==> src/rtl/dmem_dma_pkg.sv <==
// Shared types for the data-memory DMA initiator: op encodings, FSM states
// and the command range check.
package dmem_dma_pkg;

    typedef enum logic [1:0] {
        OP_FILL = 2'b00,
        OP_COPY = 2'b01,
        OP_SUM  = 2'b10,
        OP_RSVD = 2'b11
    } op_e;

    typedef enum logic [2:0] {
        S_IDLE,
        S_FILL,
        S_CRD,
        S_CWR,
        S_SUM,
        S_DONE
    } state_e;

    // Operands are zero-extended to 64 bits, wide enough that base+count never wraps.
    function automatic logic out_of_range(input logic [63:0] base,
                                          input logic [63:0] count,
                                          input logic [63:0] limit);
        return (base + count) > limit;
    endfunction

endpackage

==> src/rtl/dmem_dma_addr_gen.sv <==
// Word index counter for dmem_dma with src/dst address adders and a
// last-word flag.
module dmem_dma_addr_gen
    import dmem_dma_pkg::*;
#(
    parameter int WIDTH = 32,
    parameter int LEN_W = 16
) (
    input  logic             clk,
    input  logic             rst,
    input  logic             clr,
    input  logic             inc,
    input  logic [WIDTH-1:0] src_base,
    input  logic [WIDTH-1:0] dst_base,
    input  logic [LEN_W-1:0] len,
    output logic [WIDTH-1:0] src_addr,
    output logic [WIDTH-1:0] dst_addr,
    output logic             last
);

    logic [LEN_W-1:0] idx;

    always_ff @(posedge clk) begin
        if (rst || clr) begin
            idx <= '0;
        end else if (inc) begin
            idx <= idx + LEN_W'(1);
        end
    end

    assign src_addr = src_base + WIDTH'(idx);
    assign dst_addr = dst_base + WIDTH'(idx);
    // len is never zero while the counter is in use, so len-1 cannot wrap here.
    assign last     = (idx == len - LEN_W'(1));

endmodule

==> src/rtl/dmem_dma.sv <==
// Command-driven FILL/COPY/SUM initiator for the single-port data memory.
// SUM is built only when DMEM_DMA_SUM_EN is defined; otherwise op=10 is reserved.
module dmem_dma
    import dmem_dma_pkg::*;
#(
    parameter int WIDTH = 32,
    parameter int DEPTH = 100,
    parameter int LEN_W = 16
) (
    input  logic             CLK,
    input  logic             RST,
    input  logic             start,
    input  logic [1:0]       op,
    input  logic [WIDTH-1:0] src,
    input  logic [WIDTH-1:0] dst,
    input  logic [LEN_W-1:0] len,
    input  logic [WIDTH-1:0] fill_val,
    output logic             busy,
    output logic             done,
    output logic             err,
    output logic [WIDTH-1:0] sum,
    output logic [WIDTH-1:0] A,
    output logic [WIDTH-1:0] WD,
    output logic             WE,
    input  logic [WIDTH-1:0] RD
);

    state_e           state, state_n;
    logic [WIDTH-1:0] cmd_src, cmd_dst, cmd_fill, buffer;
    logic [LEN_W-1:0] cmd_len;
    logic [WIDTH-1:0] src_addr, dst_addr;
    logic             last, accept, cmd_err, op_rsvd, src_bad, dst_bad, idx_inc;

    assign accept = (state == S_IDLE) && start;

`ifdef DMEM_DMA_SUM_EN
    assign op_rsvd = (op == OP_RSVD);
`else
    assign op_rsvd = (op == OP_RSVD) || (op == OP_SUM);
`endif

    assign dst_bad = out_of_range(64'(dst), 64'(len), 64'(DEPTH));
    assign src_bad = out_of_range(64'(src), 64'(len), 64'(DEPTH));
    assign cmd_err = op_rsvd
                   || (((op == OP_FILL) || (op == OP_COPY)) && dst_bad)
                   || (((op == OP_COPY) || (op == OP_SUM))  && src_bad);

    assign idx_inc = (state == S_FILL) || (state == S_CWR) || (state == S_SUM);

    dmem_dma_addr_gen #(
        .WIDTH (WIDTH),
        .LEN_W (LEN_W)
    ) u_addr_gen (
        .clk      (CLK),
        .rst      (RST),
        .clr      (state == S_IDLE),
        .inc      (idx_inc),
        .src_base (cmd_src),
        .dst_base (cmd_dst),
        .len      (cmd_len),
        .src_addr (src_addr),
        .dst_addr (dst_addr),
        .last     (last)
    );

    always_ff @(posedge CLK) begin
        if (RST) begin
            state    <= S_IDLE;
            cmd_src  <= '0;
            cmd_dst  <= '0;
            cmd_fill <= '0;
            cmd_len  <= '0;
            buffer   <= '0;
            err      <= 1'b0;
        end else begin
            state <= state_n;
            if (accept) begin
                cmd_src  <= src;
                cmd_dst  <= dst;
                cmd_fill <= fill_val;
                cmd_len  <= len;
                err      <= cmd_err;
            end
            if (state == S_CRD) begin
                buffer <= RD;
            end
        end
    end

`ifdef DMEM_DMA_SUM_EN
    logic [WIDTH-1:0] acc;

    always_ff @(posedge CLK) begin
        if (RST || accept) begin
            acc <= '0;
        end else if (state == S_SUM) begin
            acc <= acc + RD;
        end
    end

    assign sum = acc;
`else
    assign sum = '0;
`endif

    always_comb begin
        state_n = state;
        A       = '0;
        WD      = '0;
        WE      = 1'b0;
        case (state)
            S_IDLE: begin
                if (start) begin
                    if (cmd_err || (len == '0)) begin
                        state_n = S_DONE;
                    end else begin
                        case (op)
                            OP_FILL: state_n = S_FILL;
                            OP_COPY: state_n = S_CRD;
                            OP_SUM:  state_n = S_SUM;
                            default: state_n = S_DONE;
                        endcase
                    end
                end
            end
            S_FILL: begin
                A  = dst_addr;
                WD = cmd_fill;
                WE = 1'b1;
                if (last) state_n = S_DONE;
            end
            S_CRD: begin
                A       = src_addr;
                state_n = S_CWR;
            end
            S_CWR: begin
                A       = dst_addr;
                WD      = buffer;
                WE      = 1'b1;
                state_n = last ? S_DONE : S_CRD;
            end
            S_SUM: begin
                A = src_addr;
                if (last) state_n = S_DONE;
            end
            S_DONE:  state_n = S_IDLE;
            default: state_n = S_IDLE;
        endcase
    end

    assign busy = (state != S_IDLE);
    assign done = (state == S_DONE);

endmodule

==> config.mk <==
export PLATFORM = sky130hd
export DESIGN_NAME = dmem_dma
export DESIGN_NICKNAME = d
export VERILOG_FILES = /design/src/rtl/dmem_dma_pkg.sv /design/src/rtl/dmem_dma_addr_gen.sv /design/src/rtl/dmem_dma.sv
export SDC_FILE = /design/constraint.sdc
export NUM_CORES = 1
export LEC_CHECK = 0
export ABC_CLOCK_PERIOD_IN_PS = 7700
export BUFFER_PORTS_ARGS = -buffer_cell sky130_fd_sc_hd__clkbuf_2
export CORE_MARGIN = 5
export CORE_UTILIZATION = 56
export DETAILED_ROUTE_END_ITERATION = 12
export GPL_TIMING_DRIVEN = 1
export PLACE_DENSITY_LB_ADDON = 0.1
export SLEW_MARGIN = 25
export SYNTH_ARGS = -nofsm -noshare
export SYNTH_HDL_FRONTEND = slang
export SYNTH_SLANG_ARGS = --single-unit
==> constraint.sdc <==
create_clock -name CLK -period 7.7 [get_ports CLK]
set_input_delay 1.54 -clock CLK [delete_from_list [all_inputs] [get_ports CLK]]
set_output_delay 1.54 -clock CLK [all_outputs]
set_load 0.02 [all_outputs]
Word-level counts from Yosys, hierarchy flattened
Index checks and enable logic that the tools add are counted.

word-level totals
  ROM bits = 0
  bits in registers = 164
  bits in writable memories = 0
  input bits = 149
  latch bits = 0
  memories = 0

cells by class
  bitwise logic cells = 0
  $mul = 0
  div/mod/pow operators = 0
  muxes and demuxes = 9
  shifts and indexed selects = 0
  equal/unequal tests = 11
  add/sub/neg operators = 6
  magnitude comparators = 2
  reductions and logical operators = 20

operators with widths
  cell                                                                      count
  32-bit case mux with 2 select lines                                       2
  32-bit by 16-bit adder with 33-bit output                                 2
  33-bit by 7-bit > comparator with 1-bit output (second input constant)    2
  32-bit by 16-bit adder with 32-bit output                                 2
  16-bit by 1-bit adder with 16-bit output (second input constant)          1
  16-bit == test                                                            1
  16-bit zero test                                                          1
  16-bit by 1-bit subtractor with 16-bit output (second input constant)     1
  3-bit two-way mux                                                         4
  3-bit case mux with 4 select lines                                        1
  1-bit logical OR                                                          9
  3-bit case mux with 3 select lines                                        1
  3-bit by 2-bit == test with 1-bit output (second input constant)          2
  3-bit == test (second input constant)                                     2
  2-bit OR reduction                                                        3
  2-bit == test (second input constant)                                     2
  3-bit by 1-bit == test with 1-bit output (second input constant)          1
  1-bit logical AND                                                         3
  3-bit zero test                                                           1
  3-bit nonzero test                                                        1
  2-bit by 1-bit == test with 1-bit output (second input constant)          1
  2-bit zero test                                                           1
  2-bit by 1-bit inequality test with 1-bit output (second input constant)  1
  2-bit inequality test (second input constant)                             1
  2 further kinds                                                           2

Longest topological paths before layout
Gate-level depths: netlist of the first run.

  depth after elaboration = 9
  mapped depth = 21
  depth with buffers taken out = 16

Cells and area by module
From an unflattened synthesis of the first run, not the netlist that was laid out.

unflattened totals
  cell total of the unflattened synthesis = 1803
  area total of the unflattened synthesis = 13026.2 um^2

modules (own cells, without submodules)
  module             cells each  sequential area each (um^2)  area an instance (um^2)  instances
  dmem_dma           1330        2962.8                       9552.9                   1
  dmem_dma_addr_gen  473         320.3                        3473.3                   1

Worst setup path after synthesis of the first run
No wires, ideal clock.

  kind = register -> output
  from = register state[2]
  to = output A[20]
  path buffers = 5
  data arrival time = 5.187 ns
  data required time = 6.160 ns
  cell stages (with the launch flop) = 22
  path slack = 0.973 ns
  path through = dfxtp_1 -> buf_6 -> xnor2_1 -> nor2_1 -> clkbuf_1 -> buf_1 -> buf_1 -> clkbuf_1 -> mux2_2 -> ha_1 -> inv_1 -> fa_1 -> nor2b_1 -> o21ai_0 -> a21oi_1 -> o21ai_0 -> a21oi_1 -> a41oi_1 -> a211oi_1 -> a211oi_1 -> a211o_1 -> a21oi_1

on the way
  cells in the longest elaborated chain, start to end = 3
  elaborated cells on any way between the ends = 7
  classes of those cells = eq/ne (4); mux (1); reduce/logical (2)

RTL lines
  item                                   line             text
  from (decl)                            dmem_dma.sv:28   state_e state, state_n;
  from (signal assigned)                 dmem_dma.sv:76   state <= state_n;
  3-bit == test (tied with other cells)  dmem_dma.sv:111  case (state)
  2-bit OR reduction (no source line)    --
  32-bit case mux with 2 select lines *  dmem_dma.sv:111
  to (decl)                              dmem_dma.sv:22   output logic [WIDTH-1:0] A,

Mark *: on every way between the ends. The rest lies on a longest branch, timed or not.

Worst setup path in the final report of the first run
Ends and elaborated chain as after synthesis.

==> results of run 1 <==
cell usage after synthesis, drive strengths merged, types with 4 or more instances:
library cell  number  area (sq um)
a21oi            200          1000
o31ai              8          60.1
or2                7          43.8
a21o              14           105
nor2b              9          56.3
dfxtp            164          3280
nand3             42           210
a211oi            15           113
nand2b            11          68.8
or3                8          55.1
a2111oi            5          43.8
and2               7          43.8
buf               43           312
o211ai            10          75.1
clkbuf            77           290
ha                54           676
o21ai             46           234
nor4              17           113
xnor2             37           324
nor4b              6          67.6
o21a              11          83.8
nor3              38           195
nor3b              5          37.5
o2111a             4          45.0
and4               7          62.6
a31oi             11          68.8
inv               31           116
nand2            348          1310
nand4             22           138
a31o               4          35.0
mux2i             58           581
and3              15          93.8
mux2              18           203
xor2              47           412
nor2             123           462
power groups by stage:
| stage | Clock (uW) | Sequential (uW) | Combinational (uW) |
|---|---|---|---|
| 3_5_place_dp | 0 | 978 | 718 |
| 6_report | 864 | 960 | 730 |
| 3_3_place_gp | 0 | 977 | 710 |
| 2_1_floorplan | 0 | 958 | 536 |
| 4_1_cts | 878 | 959 | 723 |
| 5_1_grt | 915 | 967 | 801 |
metrics by stage:
step	instance area (sq um)	setup WS (ns)	total power [uW]	util, %
finish	13100	1.21	2550	64.9
detailed placement	12500	1.40	1700	61.9
floorplan	11600	0.973	1490	-
CTS	13100	0.940	2560	64.9
global placement	12500	1.58	1690	61.9
global route	13100	0.863	2680	64.9
cells by family after synthesis:
logic type | after synthesis
buffers and inverters | 152
XOR/XNOR | 84
AND/OR/NAND/NOR | 671
AO/OA/AOI/OAI | 366
other | 1
flip-flops | 164
adder cells (fa/ha/maj) | 57
multiplexers | 76
flip-flops by register name (all words and copies together), names as in the netlist:
name and flops:
buffer 32, cmd_dst 32, cmd_fill 32, cmd_len 16, cmd_src 32, err 1, state 3, u_addr_gen.idx 16
worst paths after layout:
kind	to	slack (ns)	startpoint
min	cmd_fill[26]	0.46	cmd_fill[26]
max	A[20]	1.21	state[2]
min reg2reg	cmd_fill[26]	0.46	cmd_fill[26]
max reg2reg	state[2]	4.56	cmd_len[2]
area by class of cell:
class                   instances  area, sq um
clock buffers                  17          425
clock inverters                15          173
fillers                      1935         7070
inverters                      31          116
multi-input cells            1286         7600
flip-flops and latches        164         3280
well taps                     270          338
repair buffers                226         1160
worst max-delay path: stages, from the launching register on:
cell and delay, ns:
dfxtp_1 0.55, xnor2_1 0.17, nor2_4 0.33, mux2_2 0.23
ha_1 0.16, inv_1 0.06, fa_1 0.37, nor2b_1 0.16
o21ai_0 0.11, a21oi_1 0.22, o21ai_0 0.17, a21oi_1 0.33
a41oi_1 0.30, a211oi_2 0.60, a211oi_1 0.16, a211o_1 0.29
a21oi_1 0.13, clkbuf_2 0.19
routing by layer:
layer | vias to the layer above | global-route usage (%) | routed length [um]
li1 | 5727 | - | -
met1 | 5293 | 37.5 | 15500
met2 | 367 | 45.5 | 16000
met3 | 60 | 5.68 | 2240
met4 | 0 | 9.38 | 1010
met5 | - | 0 | 0
==> results.yml, run 1 <==
detailed_routing:
  vias: 11447
  wl_um: 34700
  ant_nets: 0
  wl_per_cell_um: 17.3
  vias_per_cell: 5.70
  firstDrtPassIters: 7
  drc: 0
  drtIter0Drc: 803
synthesis:
  yosysSeqAreaShare_pct: 28.6
  synthAdderAreaFrac_pct: 6.42
  synth_mux_area_share_pct: 6.83
  synthXorXnorAreaFrac_pct: 6.42
  syn_inst: 1571
  async_flop_share_pct: 0
  synth_edf_count: 0
  syn_area_per_cell_sq_um: 7.30
  synth_ff_type: "dfxtp_1"
  ys_ff_latch: 164
  synth_top_family_by_area: "simple AND/OR/NAND/NOR gates"
  synth-simple-area-share_pct: 26.2
  synth_compound_area_share_pct: 19.1
  netlist_area_sq_um: 11500
  synth_warnings: 0
  synth.distinct_cells: 79
worst_setup_path:
  crit_fanout: 11
  critPathRequiredTime_ns: 6.16
  cp-end-kind: "primary output"
  cp.arrival_ns: 4.95
  r2r_cells: 10
  cp-start-kind: "register"
  path_class: "register to primary output"
job:
  drv_cap: 0
power:
  power_switching_uw: 944
  p_comb_share_pct: 28.6
  power_frac_seq_pct: 37.6
  ir_worst_vdd_mv: 0.163
  p_int_uw: 1610
  p_per_area_nw_per_um2: 195
  switching_share_pct: 37.0
  clock_power_share_pct: 33.8
  leakagePower_uw: 0.00532
timing:
  fmax_mhz: 154
  period_minus_slack_ns: 6.49
  skew_ns: 0.0133
  finalSetupViolCount: 0
  finalHoldViolations: 0
  tightestPinTransition_ns: 0.933
  slew_headroom_pct: 37.8
  timing.hold.ws_ns: 0.456
  timing.final.crit_share_pct: 84.3
  slew_viol_final: 0
  rsz0062_at_grt: "no"
  tns_ns: 0
cts:
  cts_tree: "done"
  cts_repair_resize_count: 0
  clock_sinks: 164
  clkLatencyLatePin_ns: 0.43
  cts-root-buf: "clkbuf_16"
  hold_buffers: 0
  cts_htree_levels: 4
  cts_setup_buffers: 0
  numCtsBuffers: 17
  clockBufferDepth: 2
  clk_pin_slew_ns: 0.08
final_layout:
  final_common_cell: "nand2_1"
  drive_gt1_share_pct: 17.3
  final_cell_mix: "nand2_1 (347), clkbuf_2 (215), a21oi_1 (200)"
  n_antenna_cell: 0
  fin_cells: 2009
  nets: 1932
  area_growth_pct: 14.3
grt:
  grt_max_degree: 89
  grt_pass1_vias: 10508
  grt_pass1_wl_um: 54200
  grt.total_usage_pct: 28.1
  antenna_found_initial: 0
  overflow: 0
placed_design:
  gp_congestion: 0.948
  io_buffer_count: 216
  placed_cells: 1977
  dp_hpwl_um: 26300
die:
  ios: 249
  die-area_sq_um: 23400
  fp.dieH_um: 153
  core_sq_um: 20200
  start_util_pct: 56.8
  rows: 52
  die_x_um: 153
min_path:
  hold_depth: 2
  min-delay-path-class: "register to register"
outcome:
  status: "completed"
Note: power is estimated with default switching activity, not from simulation.
==> inputs of run 2 (changes only) <==
--- a/config.mk
+++ b/config.mk
@@ -5,10 +5,10 @@
 export SDC_FILE = /design/constraint.sdc
 export NUM_CORES = 1
 export LEC_CHECK = 0
-export ABC_CLOCK_PERIOD_IN_PS = 7700
+export ABC_CLOCK_PERIOD_IN_PS = 5580
 export BUFFER_PORTS_ARGS = -buffer_cell sky130_fd_sc_hd__clkbuf_2
 export CORE_MARGIN = 5
-export CORE_UTILIZATION = 56
+export CORE_UTILIZATION = 51
 export DETAILED_ROUTE_END_ITERATION = 12
 export GPL_TIMING_DRIVEN = 1
 export PLACE_DENSITY_LB_ADDON = 0.1
==> constraint.sdc (replaced) <==
create_clock -name CLK -period 5.58 [get_ports CLK]
set_input_delay 1.116 -clock CLK [delete_from_list [all_inputs] [get_ports CLK]]
set_output_delay 1.116 -clock CLK [all_outputs]
set_load 0.02 [all_outputs]
==> run 2 against run 1 <==
Routed wire length up 2.1%. Sequential share of layout area down 0.30 points. Clock skew about the same. Largest cell class unchanged. Hold slack got worse by 0.0028 ns. Die area is 9.2% higher. Sequential power up 37%. Clock-buffer cell count did not move. Critical path depth is 2 lower. Critical endpoint is now A[18]. Cell count grew 1.0%. Largest power group unchanged. Worst setup slack got worse by 0.97 ns. First-iteration DRC count increased by 7.5%.
==> results.yml, run 2 (synthesis results as in run 1) <==
grt:
  grt_max_degree: 103
  grt_pass1_wl_um: 55900
  grt_pass1_vias: 10681
  antenna_found_initial: 0
  overflow: 0
  grt.total_usage_pct: 26.6
cts:
  clock_sinks: 164
  clockBufferDepth: 2
  cts-root-buf: "clkbuf_16"
  clkLatencyLatePin_ns: 0.44
  cts_htree_levels: 4
  numCtsBuffers: 17
  clk_pin_slew_ns: 0.07
  cts_tree: "done"
final_layout:
  area_growth_pct: 15.7
  final_common_cell: "nand2_1"
  fin_cells: 2029
  final_cell_mix: "nand2_1 (347), clkbuf_2 (215), a21oi_1 (196)"
  nets: 1942
  n_antenna_cell: 0
  drive_gt1_share_pct: 18.1
  utilization_pct: 60.4
  fin_area_sq_um: 13300
detailed_routing:
  vias: 11506
  top_layer_used: "met4"
  drt-met1-wl_um: 16400
  drtIter0Drc: 863
  vias_per_cell: 5.67
  drc: 0
  met2_length_um: 16200
  dr_wl_met3_um: 1960
  ant_nets: 0
  firstDrtPassIters: 6
  wl_per_cell_um: 17.5
  wl_um: 35400
die:
  ios: 249
  die_x_um: 160
  fp.dieH_um: 160
  core_sq_um: 22000
  start_util_pct: 52.2
  die-area_sq_um: 25600
  rows: 54
min_path:
  hp-start: "cmd_src[9]"
  min-delay-path-class: "register to register"
worst_setup_path:
  r2r_end: "state[2]"
  critical_path.endpoint: "A[18]"
  rr_startpoint: "cmd_len[2]"
  crit_fanout: 11
  path_class: "register to primary output"
  r2r_cells: 10
  r2r_slack_ns: 2.53
  cp.arrival_ns: 4.22
  cp-end-kind: "primary output"
  cp-startpoint: "state[2]"
  cp-start-kind: "register"
  critPathRequiredTime_ns: 4.46
timing:
  finalSetupViolCount: 0
  tns_ns: 0
  slew_headroom_pct: 38.9
  setup_ws_ns: 0.241
  timing.final.crit_share_pct: 95.7
  skew_ns: 0.0133
  slew_viol_final: 0
  fmax_mhz: 187
  period_minus_slack_ns: 5.34
  finalHoldViolations: 0
  tightestPinTransition_ns: 0.894
power:
  ir_worst_vdd_mv: 0.199
  leakagePower_uw: 0.00538
  p_per_area_nw_per_um2: 268
outcome:
  status: "completed"
placed_design:
  dp_hpwl_um: 26800
  dpl_worst_slack_ns: 0.411
  io_buffer_count: 216
  gp_congestion: 0.956
  placed_cells: 1992
  placed_cell_area_sq_um: 12600
job:
  drv_cap: 0
[run 2: cell type report]
type	count	area (sq um)
Clock buffer	17	425
Clock inverter	15	185
Fill cell	2187	8700
Inverter	31	116
Multi-Input combinational cell	1286	7640
Sequential cell	164	3280
Tap cell	280	350
Timing Repair Buffer	236	1260
[run 2: how the worst min path moves through the flow]
stage,end,cells past startpoint
2_1_floorplan,cmd_src[0],2
3_3_place_gp,cmd_src[14],2
3_5_place_dp,buffer[2],2
4_1_cts,buffer[2],2
5_1_grt,cmd_fill[9],2
6_report,cmd_src[9],2
[run 2: power breakdown]
part | internal (uW) | total, uW | leakage [uW] | switching (uW)
registers | 1250 | 1320 | 0.00134 | 69.3
logic | 373 | 1030 | 0.00375 | 658
clock network | 609 | 1200 | 0.000292 | 593
[run 2: critical path, cell delays in order, from the launching register on]
cell and delay [ns]:
dfxtp_1 0.32, xnor2_1 0.15, nor2_4 0.22, buf_4 0.25
mux2_2 0.35, ha_1 0.33, a21o_1 0.21, a21oi_1 0.26
nor3b_1 0.27, a21oi_2 0.13, a41oi_2 0.34, buf_4 0.19
a21oi_2 0.07, a311oi_1 0.37, nor4_2 0.12, clkbuf_2 0.21
[run 2: per-stage QoR]
| step | hold WS (ns) | power [uW] |
|---|---|---|
| 3_5_place_dp | 0.446 | 2360 |
| 6_report | 0.453 | 3550 |
| 4_1_cts | 0.456 | 3560 |
| 5_1_grt | 0.467 | 3740 |
| 3_3_place_gp | 0.440 | 2350 |
| 2_1_floorplan | 0.433 | 2060 |
[run 2: repair_timing]
item                                    in CTS  in global routing
hold buffers                                 0                  0
resized for setup                            3                  4
buffers inserted                             0                  4
endpoints found under the setup margin       2                 16
pin swaps                                    1                  2
[run 2: layer usage]
layer,vias to the layer above,track usage (%)
li1,5759,-
met1,5312,36.5
met2,382,42.9
met3,53,4.82
met4,0,7.59
met5,-,0
==> inputs of run 3 (changes only) <==
--- a/config.mk
+++ b/config.mk
@@ -11,7 +11,7 @@
 export CORE_UTILIZATION = 51
 export DETAILED_ROUTE_END_ITERATION = 12
 export GPL_TIMING_DRIVEN = 1
-export PLACE_DENSITY_LB_ADDON = 0.1
+export PLACE_DENSITY = 0.79
 export SLEW_MARGIN = 25
 export SYNTH_ARGS = -nofsm -noshare
 export SYNTH_HDL_FRONTEND = slang
==> run 3 against run 2 <==
Register-to-register slack is essentially flat. Sequential power about the same. Combinational power about the same. Global-route usage increased by 0.18 points. Sequential cell count is the same. Clock skew is 0.0017 ns higher. Via count up 1.5%. Clock-buffer cell count is the same. Cell count shrank 0.20%. Critical endpoint is now A[20]. Design area decreased by 0.29%.
==> results.yml, run 3 (synthesis results as in run 1) <==
cts:
  clk_pin_slew_ns: 0.07
  clock_sinks: 164
  clkLatencyLatePin_ns: 0.45
  cts-root-buf: "clkbuf_16"
  numCtsBuffers: 17
  hold_buffers: 0
  clockBufferDepth: 2
  cts_htree_levels: 4
  cts_tree: "done"
worst_setup_path:
  cp-end-kind: "primary output"
  crit_family: "compound AO/OA/AOI/OAI gates"
  path_buf_inv: 2
  cp.arrival_ns: 4.30
  crit_chain: "xnor2_1 > nor2_4 > mux2_2 > ha_1 > inv_1 > fa_1 > nor2b_1 > o21ai_0 > a21oi_1 > o21ai_0 > a21oi_2 > a41oi_2 > a211oi_4 > a211oi_1 > a211o_1 > a21oi_2 > clkbuf_2"
  cp-start-kind: "register"
  crit_fanout: 9
  critPathRequiredTime_ns: 4.46
  path_class: "register to primary output"
  critical-path-max-stage-delay_ns: 0.45
  cpMaxStageDelayCell: "a211oi_4"
grt:
  grt_pass1_vias: 11100
  overflow: 0
  grt.total_usage_pct: 26.7
  grt_max_degree: 113
  grt_pass1_wl_um: 56500
  antenna_found_initial: 2
detailed_routing:
  vias_per_cell: 5.77
  drc: 0
  wl_per_cell_um: 17.7
  drtIter0Drc: 1052
  vias: 11675
  firstDrtPassIters: 6
  ant_nets: 0
  wl_um: 35800
final_layout:
  fin_cells: 2025
  drive_gt1_share_pct: 17.8
  area_growth_pct: 15.3
  final_common_cell: "nand2_1"
  fin_area_sq_um: 13200
  final_cell_mix: "nand2_1 (347), clkbuf_2 (215), a21oi_1 (196)"
  nets: 1935
min_path:
  min-delay-path-class: "register to register"
timing:
  tightestPinTransition_ns: 0.871
  rsz0062_at_grt: "yes"
  finalSetupViolCount: 0
  skew_ns: 0.0150
  timing.hold.ws_ns: 0.455
  slew_headroom_pct: 41.9
  tns_ns: 0
  fmax_mhz: 185
  timing.final.crit_share_pct: 97.0
  finalHoldViolations: 0
  slew_viol_final: 0
  period_minus_slack_ns: 5.42
power:
  clock_power_share_pct: 34.0
  power_frac_seq_pct: 37.1
  p_comb_share_pct: 28.9
  p_per_area_nw_per_um2: 269
  switching_share_pct: 37.3
  power_switching_uw: 1330
  p_int_uw: 2230
  leakagePower_uw: 0.00535
  ir_worst_vdd_mv: 0.196
placed_design:
  io_buffer_count: 216
  dp_hpwl_um: 27000
  placed_cells: 1989
  placed_cell_area_sq_um: 12500
  gp_congestion: 0.957
die:
  start_util_pct: 52.2
  die-area_sq_um: 25600
  die_x_um: 160
  core_sq_um: 22000
  rows: 54
  fp.dieH_um: 160
  ios: 249
job:
  drv_cap: 0
outcome:
  status: "completed"
run 3: cell count changes in the layout (fill, tap and decap cells not counted), sizes merged:
| cell | previous run | this run |
|---|---|---|
| diode | 0 | 3 |
| inv | 37 | 36 |
| buf | 21 | 14 |
| clkinvlp | 1 | 0 |
| clkinv | 8 | 10 |
run 3: worst register-to-register path, cell delays in order (launching register included):
cell and delay, ns:
dfxtp_1 0.39, nor4_1 0.52, nand4_1 0.35, nor3b_1 0.31
xnor2_1 0.18, nand4_1 0.14, or3_4 0.39, o21ai_1 0.13
mux2i_1 0.07, or2_1 0.23, o32ai_1 0.24
run 3: through the flow:
| step | setup slack, ns | total power (uW) | utilization [%] |
|---|---|---|---|
| finish | 0.165 | 3560 | 60.2 |
| global route | -0.0833 | 3740 | 60.2 |
| CTS | 0.00269 | 3560 | 60.0 |
| detailed placement | 0.479 | 2360 | 57.1 |
| global placement | 0.567 | 2340 | 57.1 |
| floorplan | 0.0995 | 2060 | - |
run 3: repair_timing:
action | in CTS | in global routing
gates resized for setup | 0 | 6
endpoints found under the setup margin | 0 | 15
setup buffers | 0 | 1
run 3: final timing paths:
check / from / to / slack (ns) / depth (start not counted)
max: state[2] / A[20] / 0.16 / 17
min: cmd_fill[24] / cmd_fill[24] / 0.46 / 2
min reg2reg: cmd_fill[24] / cmd_fill[24] / 0.46 / 2
max reg2reg: cmd_len[2] / state[2] / 2.53 / 10
run 3: cell type report:
cell class                      count  area (sq um)
Timing Repair Buffer              229          1200
Tap cell                          280           350
Multi-Input combinational cell   1286          7640
Fill cell                        2035          8740
Clock buffer                       17           425
Inverter                           31           116
Clock inverter                     15           199
Antenna cell                        3          7.51
Sequential cell                   164          3280
run 3: layer usage:
layer | GRT usage, % | share of wire (%) | vias up
met4 | 10.9 | 3.6 | 0
met5 | 0 | 0 | -
met1 | 35.2 | 43 | 5375
li1 | - | - | 5765
met3 | 4.41 | 6.3 | 78
met2 | 43.9 | 47 | 457
run 3: power groups by stage:
stage	clock network, uW	logic, uW	registers (uW)
2_1_floorplan	0	742	1320
3_3_place_gp	0	994	1340
3_5_place_dp	0	1010	1350
4_1_cts	1230	1020	1320
5_1_grt	1280	1130	1330
6_report	1210	1030	1320
